## src/rtl/pe_ctrl_pkg.sv

```systemverilog
// Shared state type, OPMODE words and mux-select codes for the PE_NOCASC sequencer.
package pe_ctrl_pkg;

   typedef enum logic [3:0] {
      StIdle,
      StFetchA,
      StT0,
      StWaitT0,
      StMq,
      StWaitMq,
      StInner,
      StDrain,
      StDone
   } pe_ctrl_state_t;

   localparam logic [6:0] OP_ZERO = 7'b0000000;
   localparam logic [6:0] OP_MUL  = 7'b0000101;
   localparam logic [6:0] OP_MULC = 7'b0110101;

   localparam logic [1:0] SEL_A_AREG   = 2'd0;
   localparam logic [1:0] SEL_A_RES    = 2'd1;
   localparam logic [1:0] SEL_A_MREG   = 2'd2;
   localparam logic [1:0] SEL_B_B      = 2'd0;
   localparam logic [1:0] SEL_B_PPRIME = 2'd1;
   localparam logic [1:0] SEL_B_P      = 2'd2;
   localparam logic [1:0] SEL_C_CIN    = 2'd0;
   localparam logic [1:0] SEL_C_RESDLY = 2'd1;

   // A one-word operand still needs a 1-bit index signal.
   function automatic int unsigned clog2_min1(input int unsigned n);
      return (n > 1) ? $clog2(n) : 1;
   endfunction

endpackage

```

## src/rtl/pe_ctrl_loop_cnt.sv

```systemverilog
// Loop counter with synchronous clear/increment, look-ahead value and terminal flag.
module pe_ctrl_loop_cnt #(
   parameter int unsigned Width = 2,
   parameter int unsigned Max   = 3
) (
   input  logic             clk,
   input  logic             rst,
   input  logic             clr,
   input  logic             en,
   output logic [Width-1:0] cnt_nxt,
   output logic             last
);

   localparam logic [Width-1:0] MaxV = Width'(Max);

   logic [Width-1:0] cnt_q;

   always_comb begin
      cnt_nxt = cnt_q;
      if (clr) begin
         cnt_nxt = '0;
      end else if (en) begin
         cnt_nxt = cnt_q + 1'b1;
      end
   end

   assign last = (cnt_q == MaxV);

   always_ff @(posedge clk) begin
      if (rst) begin
         cnt_q <= '0;
      end else begin
         cnt_q <= cnt_nxt;
      end
   end

endmodule

```

## src/rtl/pe_nocasc_ctrl.sv

```systemverilog
// FIOS Montgomery sequencer for one PE_NOCASC row; all outputs registered.
// Optional cycle counter output enabled by defining PE_CTRL_PERF_CNT_EN.
module pe_nocasc_ctrl
   import pe_ctrl_pkg::*;
#(
   parameter int unsigned S     = 4,
   parameter int unsigned ABREG = 1,
   parameter int unsigned MREG  = 1
) (
   input  logic                       clock_i,
   input  logic                       reset_i,
   input  logic                       start_i,
   output logic                       busy_o,
   output logic                       done_o,
   output logic [clog2_min1(S)-1:0]   a_addr_o,
   output logic [clog2_min1(S)-1:0]   bp_addr_o,
   output logic                       a_reg_en_o,
   output logic                       m_reg_en_o,
   output logic [1:0]                 mux_A_sel_o,
   output logic [1:0]                 mux_B_sel_o,
   output logic [1:0]                 mux_C_sel_o,
   output logic                       CREG_en_o,
   output logic [6:0]                 OPMODE_o,
   output logic                       RES_delay_en_o
`ifdef PE_CTRL_PERF_CNT_EN
   ,
   output logic [31:0]                cycle_cnt_o
`endif
);

   localparam int unsigned L  = 1 + ABREG + MREG;
   localparam int unsigned AW = clog2_min1(S);
   localparam int unsigned WW = clog2_min1(L);
   localparam logic [WW-1:0] LAST_W = WW'(L - 1);

   pe_ctrl_state_t state_q, state_d;
   logic           ph_q, ph_d;

   logic          i_clr, i_en, i_last;
   logic [AW-1:0] i_nxt;
   logic          j_clr, j_en, j_last;
   logic [AW-1:0] j_nxt;
   logic          w_clr, w_en, w_last;
   logic [WW-1:0] w_nxt;
   logic          in_wait;

   pe_ctrl_loop_cnt #(.Width(AW), .Max(S - 1)) u_i_cnt (
      .clk     (clock_i),
      .rst     (reset_i),
      .clr     (i_clr),
      .en      (i_en),
      .cnt_nxt (i_nxt),
      .last    (i_last)
   );

   pe_ctrl_loop_cnt #(.Width(AW), .Max(S - 1)) u_j_cnt (
      .clk     (clock_i),
      .rst     (reset_i),
      .clr     (j_clr),
      .en      (j_en),
      .cnt_nxt (j_nxt),
      .last    (j_last)
   );

   pe_ctrl_loop_cnt #(.Width(WW), .Max(L - 1)) u_w_cnt (
      .clk     (clock_i),
      .rst     (reset_i),
      .clr     (w_clr),
      .en      (w_en),
      .cnt_nxt (w_nxt),
      .last    (w_last)
   );

   assign in_wait = state_q inside {StWaitT0, StWaitMq, StDrain};
   assign w_clr   = !in_wait || w_last;
   assign w_en    = in_wait;
   assign j_clr   = (state_q != StInner);
   // j advances after the m*p_j half of each pair.
   assign j_en    = (state_q == StInner) && ph_q && !j_last;
   assign i_clr   = state_q inside {StIdle, StDone};
   assign i_en    = (state_q == StDrain) && w_last && !i_last;

   always_comb begin
      state_d = state_q;
      ph_d    = 1'b0;
      unique case (state_q)
         StIdle:   if (start_i) state_d = StFetchA;
         StFetchA: state_d = StT0;
         StT0:     state_d = StWaitT0;
         StWaitT0: if (w_last) state_d = StMq;
         StMq:     state_d = StWaitMq;
         StWaitMq: if (w_last) state_d = StInner;
         StInner: begin
            ph_d = ~ph_q;
            if (ph_q && j_last) state_d = StDrain;
         end
         StDrain:  if (w_last) state_d = i_last ? StDone : StFetchA;
         StDone:   state_d = StIdle;
         default:  state_d = StIdle;
      endcase
   end

   // Outputs are decoded from the next state so they line up with the state register.
   always_ff @(posedge clock_i) begin
      if (reset_i) begin
         state_q        <= StIdle;
         ph_q           <= 1'b0;
         busy_o         <= 1'b0;
         done_o         <= 1'b0;
         a_addr_o       <= '0;
         bp_addr_o      <= '0;
         a_reg_en_o     <= 1'b0;
         m_reg_en_o     <= 1'b0;
         mux_A_sel_o    <= SEL_A_AREG;
         mux_B_sel_o    <= SEL_B_B;
         mux_C_sel_o    <= SEL_C_CIN;
         CREG_en_o      <= 1'b0;
         OPMODE_o       <= OP_ZERO;
         RES_delay_en_o <= 1'b0;
      end else begin
         state_q        <= state_d;
         ph_q           <= ph_d;
         busy_o         <= (state_d != StIdle);
         done_o         <= (state_d == StDone);
         a_addr_o       <= i_nxt;
         bp_addr_o      <= j_nxt;
         a_reg_en_o     <= (state_d == StFetchA);
         m_reg_en_o     <= (state_d == StWaitMq) && (w_nxt == LAST_W);
         mux_A_sel_o    <= SEL_A_AREG;
         mux_B_sel_o    <= SEL_B_B;
         mux_C_sel_o    <= SEL_C_CIN;
         CREG_en_o      <= 1'b0;
         OPMODE_o       <= OP_ZERO;
         RES_delay_en_o <= 1'b0;
         case (state_d)
            StT0: begin
               if (i_nxt == '0) begin
                  OPMODE_o <= OP_MUL;
               end else begin
                  OPMODE_o    <= OP_MULC;
                  mux_C_sel_o <= SEL_C_RESDLY;
               end
            end
            StMq: begin
               mux_A_sel_o <= SEL_A_RES;
               mux_B_sel_o <= SEL_B_PPRIME;
               OPMODE_o    <= OP_MUL;
            end
            StInner: begin
               CREG_en_o   <= 1'b1;
               mux_C_sel_o <= SEL_C_RESDLY;
               OPMODE_o    <= OP_MULC;
               if (ph_d) begin
                  mux_A_sel_o    <= SEL_A_MREG;
                  mux_B_sel_o    <= SEL_B_P;
                  RES_delay_en_o <= 1'b1;
               end
            end
            default: begin
            end
         endcase
      end
   end

`ifdef PE_CTRL_PERF_CNT_EN
   always_ff @(posedge clock_i) begin
      if (reset_i) begin
         cycle_cnt_o <= '0;
      end else if ((state_q == StIdle) && start_i) begin
         cycle_cnt_o <= '0;
      end else if (busy_o) begin
         cycle_cnt_o <= cycle_cnt_o + 32'd1;
      end
   end
`endif

endmodule

```

## config.mk

```make
export PLATFORM = sky130hd
export DESIGN_NAME = pe_nocasc_ctrl
export DESIGN_NICKNAME = d
export VERILOG_FILES = /design/src/rtl/pe_ctrl_pkg.sv /design/src/rtl/pe_ctrl_loop_cnt.sv /design/src/rtl/pe_nocasc_ctrl.sv
export SDC_FILE = /design/constraint.sdc
export NUM_CORES = 1
export LEC_CHECK = 0
export CELL_PAD_IN_SITES_DETAIL_PLACEMENT = 0
export CELL_PAD_IN_SITES_GLOBAL_PLACEMENT = 1
export CORE_MARGIN = 2
export CORE_UTILIZATION = 40
export DETAILED_ROUTE_END_ITERATION = 8
export DONT_BUFFER_PORTS = 1
export PLACE_DENSITY = 0.77
export SLEW_MARGIN = 15
export SYNTH_ARGS = -nofsm -noshare
export SYNTH_HDL_FRONTEND = slang
export SYNTH_HIERARCHICAL = 1
export SYNTH_SLANG_ARGS = --single-unit
```

## constraint.sdc

```tcl
create_clock -name clock_i -period 1.91 [get_ports clock_i]
set_input_delay 0.382 -clock clock_i [delete_from_list [all_inputs] [get_ports clock_i]]
set_output_delay 0.382 -clock clock_i [all_outputs]
set_load 0.05 [all_outputs]
```

==> qor.txt <==
Type of the worst setup path - reg -> reg
Gr usage total - 13.1%
Worst Reg2Reg Path Length in Cells - 8
Share of cells above drive strength 1 - 30.4%
Routed wire length - 2070 µm
Final max-slew violation count - 0
Clock Tree Buf Depth - 2
Number of remaining DRC errors - 2
Critical path required time - 2130 ps
Filler cell count - 278
Area of the multi-input gates - 576 µm²
Die ar. - 0.00343 mm²
Critical Path Sink Type - flip-flop
CTS tree - done
CTS resizes - 0
Number of buffers created by CTS - 3
Clk sinks - 26
Vias in the first global route - 747
Status - complete, but fails checks
Initial Utilization - 42.5%
Synth unique cells - 40
Final hold viol count - 0
Crit path arrival time - 1990 ps
Hold WS - 112 ps
Register bit total from synthesis - 26
Fin Clk Skew - 3.98 ps
Nets - 133
Detailed-placement wirelength estimate - 1500 µm
Port Buffers - 0
Storage element area - 520 µm²
Commonest non-fill, non-tap cell in the layout - dfxtp_1
Initial DRC Count - 18
# setup viols final - 0
Worst skew pair latency - 320 ps
Top-area cell type share of the netlist area - 43.7%
Failing checks - design-rule violations
P&R area growth vs syn - 8.81%
Asr flop ratio synth - 0%
Die Wd - 58.6 µm
Die Y - 58.6 µm
Main synth FF type - dfxtp_1
Setup repair bufs after CTS - 0
Diode count - 0
Max capacitance violation total - 0
TritonRoute pass-1 iters - 6
Yosys warning total - 6
Io pins - 26
H-tree levels - 1
Antenna violations before repair - 0
RSZ-0062 raised after global routing - no
DR vias/cell - 5.11
Syn_area_per_cell - 10.4 µm²
Setup TNS - 0 ps
Leakage Power - 0.492 nW
PD cells - 714 mW/mm²
Maximum fanout along the worst path - 3
Vias post-DR - 797
Final period utilization - 92.8%
Critical path origin - u_w_cnt/cnt_q[0]
Sequential area share after synthesis - 43.7%
First-pass GRT wire length - 3370 µm
Flop2flop setup slack - 140 ps
Num rows - 19
Worst flop-to-flop path startpoint - u_w_cnt/cnt_q[0]
Synthesized cell area - 0.00119 mm²
Min-Delay Path Class - in -> reg
Final core occ - 46.3%
DR WL/cell - 13.3 µm
Dpl ws - 145 ps
Fmax - 0.564 GHz
Syn Inst Count - 115
Root buffer cell - clkbuf_4
Pin count of the biggest net entering global routing - 24
Crit path capture - OPMODE_o[4]
Final min period - 1770 ps
Startpoint Class - flip-flop
Commonest non-fill, non-tap cells in the layout - 26 x dfxtp_1, 17 x buf_4, 10 x nor2_1, 7 x nor3_1
Total Power - 0.927 mW
Slack of the critical path - 137 ps
Hold_buf cts - 0
Core Area - 0.00281 mm²
Peak VDD IR - 262 µV
Final global-route overflow total - 0
Reg-to-Reg End - OPMODE_o[4]
RePlAce Congestion - 0.807
Top post-synthesis cells by area - dfxtp_1 44%, buf_4 6.3%, nor3_2 4.2%, ha_1 3.1%, nor2_1 3.1%
Clock transition at path regs - 130 ps
Routed Antenna Nets - 0
Biggest area consumer among synthesized cells - dfxtp_1
EDFF count, synth - 0
worst min path at each step:
stage	from	endpoint	depth (start not counted)
3_3_place_gp	reset_i	u_w_cnt/cnt_q[1]	1
3_5_place_dp	reset_i	u_w_cnt/cnt_q[1]	1
6_report	reset_i	u_w_cnt/cnt_q[1]	1
4_1_cts	reset_i	u_w_cnt/cnt_q[1]	1
5_1_grt	reset_i	u_w_cnt/cnt_q[1]	1
2_1_floorplan	reset_i	u_w_cnt/cnt_q[1]	1
kinds of logic after synthesis:
logic type	Yosys count	synth area share (%)
and+or+nand+nor	50	29.4
adders and majority gates	3	3.15
DFF	26	43.7
muxes	2	1.68
other	1	0.314
xor gates and xnor gates	5	3.67
buffers and inverters	16	9.02
AOI/OAI and AO/OA	12	9.13
worst max-delay path: stages, from the launching register on:
cell	delay (ps)
dfxtp_1	340
inv_1	60
ha_1	150
nand3_1	80
nor3_1	260
buf_4	170
xnor2_1	150
nor2_1	110
o311a_1	340
area by class of cell:
class | instances | share of cell area (%)
clock buffers | 3 | 1.74
inverters | 3 | 0.964
multi-input cells | 76 | 44.4
flip-flops and latches | 26 | 40.1
well taps | 31 | 2.99
repair buffers | 17 | 9.84
flip-flops by register name, summed over array words and instances (netlist names), 2 cells and up:
signal         flops
OPMODE_o           2
a_addr_o           2
bp_addr_o          2
mux_B_sel_o        2
state_q            4
u_i_cnt/cnt_q      2
u_j_cnt/cnt_q      2
u_w_cnt/cnt_q      2
Yosys cell counts, types with 2 or more instances:
master / count
mux2i_1: 2
nor3b_1: 2
nand2_1: 2
nor4b_2: 2
nor3_1: 7
a211oi_2: 2
dfxtp_1: 26
nor4_1: 3
buf_4: 10
nand2b_1: 5
nor3_2: 5
inv_1: 2
nor2b_1: 4
nor2_1: 10
o311a_1: 2
xnor2_1: 4
ha_1: 3
a21oi_1: 2
routing by layer:
metal | wire length, µm | vias up | global-route usage, % | part of all wire [%]
met1 | 955 | 366 | 18.1 | 46
met2 | 966 | 22 | 18.9 | 47
met5 | 0 | - | 0 | 0
li1 | - | 405 | - | -
met4 | 29 | 0 | 6.17 | 1.4
met3 | 120 | 4 | 3.74 | 5.8
power by group:
group / leakage [nW] / internal, mW / switching, mW / total [mW]
registers: 0.211 / 0.554 / 0.0228 / 0.577
logic: 0.268 / 0.0445 / 0.0809 / 0.125
clock network: 0.0138 / 0.0739 / 0.151 / 0.225
total: 0.492 / 0.672 / 0.254 / 0.927
metrics by stage:
step | std cells | cell area (µm²)
2_1_floorplan | 118 | 1200
3_3_place_gp | 152 | 1270
3_5_place_dp | 152 | 1270
4_1_cts | 155 | 1290
5_1_grt | 156 | 1300
6_report | 156 | 1300
Note: power is estimated with default switching activity, not from simulation.
